**config.mk**
```make
export PLATFORM = sky130hd
export DESIGN_NAME = serial_sum_deserializer
export DESIGN_NICKNAME = d
export VERILOG_FILES = /design/src/rtl/serial_sum_deserializer.sv
export SDC_FILE = /design/constraint.sdc
export NUM_CORES = 1
export LEC_CHECK = 0
export BUFFER_PORTS_ARGS = -buffer_cell sky130_fd_sc_hd__buf_2
export CORE_AREA = 3 3 52 54
export DETAILED_ROUTE_END_ITERATION = 16
export DIE_AREA = 0 0 55 57
export GPL_TIMING_DRIVEN = 1
export HOLD_SLACK_MARGIN = 0.08
export PLACE_DENSITY_LB_ADDON = 0.12
export SLEW_MARGIN = 25
export SYNTH_ARGS = -nofsm -noshare
export SYNTH_HDL_FRONTEND = slang
export SYNTH_SLANG_ARGS = --single-unit
```
**constraint.sdc**
```tcl
create_clock -name clk -period 2.4 [get_ports clk]
set_input_delay 0.24 -clock clk [delete_from_list [all_inputs] [get_ports clk]]
set_output_delay 0.24 -clock clk [all_outputs]
set_load 0.01 [all_outputs]
```
**src/rtl/serial_sum_deserializer.sv**
```systemverilog
// serial_sum_deserializer
// Receive end of the bit-serial adder: gathers an LSB-first sum stream plus
// the final carry into a WIDTH-bit word and offers it over valid/ready.
//
// Ports:
//   clk          rising-edge clock
//   reset        asynchronous active-low reset
//   start        one-cycle pulse, begins (or restarts) a frame
//   s_in         serial sum bit, LSB first
//   s_valid      qualifies s_in
//   c_in         adder carry, sampled with the WIDTH-th bit only
//   result       assembled sum word
//   carry_out    captured final carry
//   out_valid    result/carry_out valid
//   out_ready    downstream accept
//   busy         state is not IDLE
//   frame_abort  one-cycle pulse when an in-progress frame is restarted
//   parity_out   (SER_SUM_PARITY_EN only) even parity over result and carry_out
//
// Optional feature macro: SER_SUM_PARITY_EN
module serial_sum_deserializer #(
    parameter int unsigned WIDTH = 8
) (
    input  logic             clk,
    input  logic             reset,
    input  logic             start,
    input  logic             s_in,
    input  logic             s_valid,
    input  logic             c_in,
    input  logic             out_ready,
    output logic [WIDTH-1:0] result,
    output logic             carry_out,
    output logic             out_valid,
    output logic             busy,
`ifdef SER_SUM_PARITY_EN
    output logic             parity_out,
`endif
    output logic             frame_abort
);

    localparam int unsigned CNT_W = $clog2(WIDTH + 1);

    typedef enum logic [1:0] {
        IDLE  = 2'd0,
        SHIFT = 2'd1,
        HOLD  = 2'd2
    } state_t;

    state_t           state;
    state_t           state_n;
    logic [CNT_W-1:0] cnt;
    logic [CNT_W-1:0] cnt_n;
    logic [WIDTH-1:0] shreg;
    logic [WIDTH-1:0] shreg_n;
    logic             restart;
    logic             last_bit;
    logic             capture;
    logic             out_valid_n;
    logic             busy_n;
    logic             abort_n;

    // A start is honoured in IDLE, SHIFT (abort) and HOLD only with a handshake.
    assign restart  = start && ((state == IDLE) || (state == SHIFT) ||
                                ((state == HOLD) && out_ready));
    assign last_bit = (cnt == CNT_W'(WIDTH - 1));

    // State register
    always_ff @(posedge clk or negedge reset) begin
        if (!reset) begin
            state <= IDLE;
        end else begin
            state <= state_n;
        end
    end

    // Next-state logic
    always_comb begin
        state_n = state;
        case (state)
            IDLE: begin
                if (start) state_n = SHIFT;
            end
            SHIFT: begin
                if (!start && s_valid && last_bit) state_n = HOLD;
            end
            HOLD: begin
                if (out_ready) state_n = start ? SHIFT : IDLE;
            end
            default: state_n = IDLE;
        endcase
    end

    // Output / datapath next values
    always_comb begin
        shreg_n     = shreg;
        cnt_n       = cnt;
        capture     = 1'b0;
        out_valid_n = (state_n == HOLD);
        busy_n      = (state_n != IDLE);
        abort_n     = start && (state == SHIFT);
        if (restart) begin
            // A bit arriving with start is bit 0 of the new frame.
            shreg_n = s_valid ? {s_in, {(WIDTH-1){1'b0}}} : '0;
            cnt_n   = s_valid ? CNT_W'(1) : '0;
        end else if ((state == SHIFT) && s_valid) begin
            shreg_n = {s_in, shreg[WIDTH-1:1]};
            cnt_n   = cnt + CNT_W'(1);
            capture = last_bit;
        end
    end

    // Registered datapath and outputs
    always_ff @(posedge clk or negedge reset) begin
        if (!reset) begin
            cnt         <= '0;
            shreg       <= '0;
            result      <= '0;
            carry_out   <= 1'b0;
            out_valid   <= 1'b0;
            busy        <= 1'b0;
            frame_abort <= 1'b0;
`ifdef SER_SUM_PARITY_EN
            parity_out  <= 1'b0;
`endif
        end else begin
            cnt         <= cnt_n;
            shreg       <= shreg_n;
            out_valid   <= out_valid_n;
            busy        <= busy_n;
            frame_abort <= abort_n;
            if (capture) begin
                result     <= shreg_n;
                carry_out  <= c_in;
`ifdef SER_SUM_PARITY_EN
                parity_out <= ^{c_in, shreg_n};
`endif
            end
        end
    end

endmodule

```
==> run metrics <==
Setup crit start kind register; Core Region 2250 um^2; CP max-delay cell nor4b_4; Tmin final 1880 ps; final slew viol count 0; Hold Crit Endpoint carry_out; crit path from cnt[0]; H-Tree Depth 1; Setup-failing EPs final 0; Mapped Cells 108; Post-layout nets 136; multi-input logic area 543 um^2; routed vias 826; number of global-route vias before repair 798; global-route wire length before repair 3.55 mm; status complete, no violations; # IOs 19; DIE AREA 3140 um^2; top-area cell type share of the netlist area 52.0%; initial antenna violation count 0; # rows 17; mean area per synthesized cell 11.6 um^2; Critical Path Max Stage Delay 430 ps; Sum Neg Setup Slack 0 ps; Power Density 582 nW/um^2; Final Cycle Share 78.2%; most common cell in the synthesized netlist dfrtp_1; critical-path cell list ha_1, nand4b_4, nor4b_4, buf_4, mux2_4; FF/Latch Area 651 um^2; sw frac 21.8%; area share of and/or/nand/nor cells after synthesis 15.7%; Num CTS Buffers 3; Synth Flop Type dfrtp_1; critical path fanouts, max 8; Die Y 57 um; Max Cap Viol 0; post-route ant nets 0; placed cell areas 1350 um^2; Synth async-reset ratio 100%; Initial DRC Count 10; internal power 0.644 mW; Flop pwr share 55.5%; Slew HR 62.5%; switching pwr 0.180 mW; GPL Wtd Cong 0.706; total grt overflow 0; GRT Util Overall 15.4%; fmax 533 MHz; Starting Density 55.5%; CTS tree built; clock sinks 26; cell taking the most area after synthesis dfrtp_1; fraction of layout cells with a size suffix above 1 33.1%; reg2reg end result[5]; clk_skew 7.55 ps; hold path start c_in; post-CTS sizing 0; Buf+Inv Stages, Crit Path 1; min-delay worst type primary input to register; R2R cell count 5; DPL Wire Length 1.45 mm; count of final hold-check violations 0; crit end category register; Slew @ Worst Pin 562 ps; DR pass1 iterations 4; worst slack, placed 540 ps; static leakage 0.691 nW; post-route cell area 1420 um^2; Clock Latency Late Sink 320 ps; Hold Path Depth 2; number of synthesized register bits 26; combinational power share 7.8%; setup repair after global routing missed its margin false; detailed-route vias per instance 5.33; Synth Net Count 116; # port buffers 18; Root Buffer clkbuf_4; Synth Cell Area 1250 um^2; Die X 55 um; WP data required 2620 ps; fill count 187; WP data arrival 2100 ps; sequential fraction of the synthesis area 52.0%; routed len/inst 13.6 um; largest cells by area after synthesis dfrtp_1 52%, mux2_4 8.4%, mux2_2 7.2%, nand2_1 6.0%, a21oi_1 4.8%; largest net degree at the start of global routing 27; Layout area overhead 13.1%; Synth Warn # 0; post-synthesis xor/xnor area fraction 0.700%; Peak VDD IR 0.404 mV; CP Class register to register; largest family of logic cells by synthesized area multiplexers; cell count along the critical path 5; ant diodes 0; Post-synth EDFFs 0; reg2reg setup slack 520 ps; mux cell area share after synthesis 17.2%; slack of the critical path 523 ps; CP delay by family, top simple AND/OR/NAND/NOR gates; final wirelength 2.12 mm; top cells by count, synth 26 x dfrtp_1, 20 x nand2_1, 12 x a21oi_1; post-synthesis compound-gate area fraction 8.80%; Netlist cell types 28; Clock transition at path regs 150 ps; Reg2Reg Launch Point cnt[0]; DRC viols 0; Adder-Cell Fraction of Synth Area 1.00%; Longest Clk Path Bufs 2; power share of the clock group 36.7%
## layout make-up
cell class                      count  share of cell area (%)
Multi-Input combinational cell     72                    38.4
Tap cell                           28                    2.48
Clock buffer                        3                    1.59
Timing Repair Buffer               22                    8.66
Sequential cell                    26                    46.0
Inverter                            3                   0.796
Clock inverter                      1                    2.12
## stage by stage
| stage | power [mW] | hold WS (ps) | instances | util (%) |
|---|---|---|---|---|
| 6_report | 0.824 | 134 | 155 | 62.8 |
| 5_1_grt | 0.865 | 105 | 155 | 62.8 |
| 3_5_place_dp | 0.530 | 269 | 150 | 60.0 |
| 2_1_floorplan | 0.503 | -55.6 | 108 | - |
| 4_1_cts | 0.836 | 119 | 155 | 62.8 |
| 3_3_place_gp | 0.529 | 268 | 150 | 60.0 |
## worst max path at each step
stage	to	slack, ps
2_1_floorplan	carry_out	800
3_3_place_gp	carry_out	560
3_5_place_dp	result[3]	540
4_1_cts	result[6]	510
5_1_grt	result[5]	410
6_report	result[5]	520
## routing by layer
metal  global-route usage, %  vias to the layer above  share of wire, %  wire, um
met3                    2.61                        4               4.5        95
met4                    7.29                        0               1.5        32
met2                    23.0                       14                46       976
li1                        -                      407                 -         -
met1                    21.5                      401                48      1010
met5                       0                        -                 0         0
## registers in the layout, indices dropped and copies added, names as in the netlist
register and count:
busy 1, carry_out 1, cnt 4, frame_abort 1, out_valid 1, result 8, shreg 8, state 2
## power by group through the flow
stage	registers, mW	logic [mW]	clock network, mW
finish	0.457	0.0646	0.302
global route	0.459	0.0727	0.333
CTS	0.457	0.0661	0.312
detailed placement	0.465	0.0647	0
global placement	0.465	0.0645	0
floorplan	0.465	0.0373	0
## timing repair
action                    CTS  global route
hold endpoints to repair   26             0
buffers inserted            0             0
hold buffers                1             0
## cell families after synthesis
| family | count (synthesis) |
|---|---|
| mux | 17 |
| flops | 26 |
| simple gates | 34 |
| fa+ha+maj | 1 |
| xor+xnor | 1 |
| buf+inv | 10 |
| compound gates | 19 |
## layout by cell type, fill, tap and decap left out, types with 3 or more instances in the layout
cell type / n
buf_4: 3
mux2_4: 7
nand2_1: 20
mux2_2: 8
buf_2: 18
inv_1: 3
clkbuf_4: 3
a21o_1: 3
dfrtp_1: 26
a21oi_1: 12
nor2_1: 3
## worst register-to-register path: stages, from the launching register on
cell and delay (ps):
dfrtp_1 410, ha_1 220, nand4b_4 130, nor4b_4 430, buf_4 270, mux2_4 310
(Power assumes the default switching activity.)
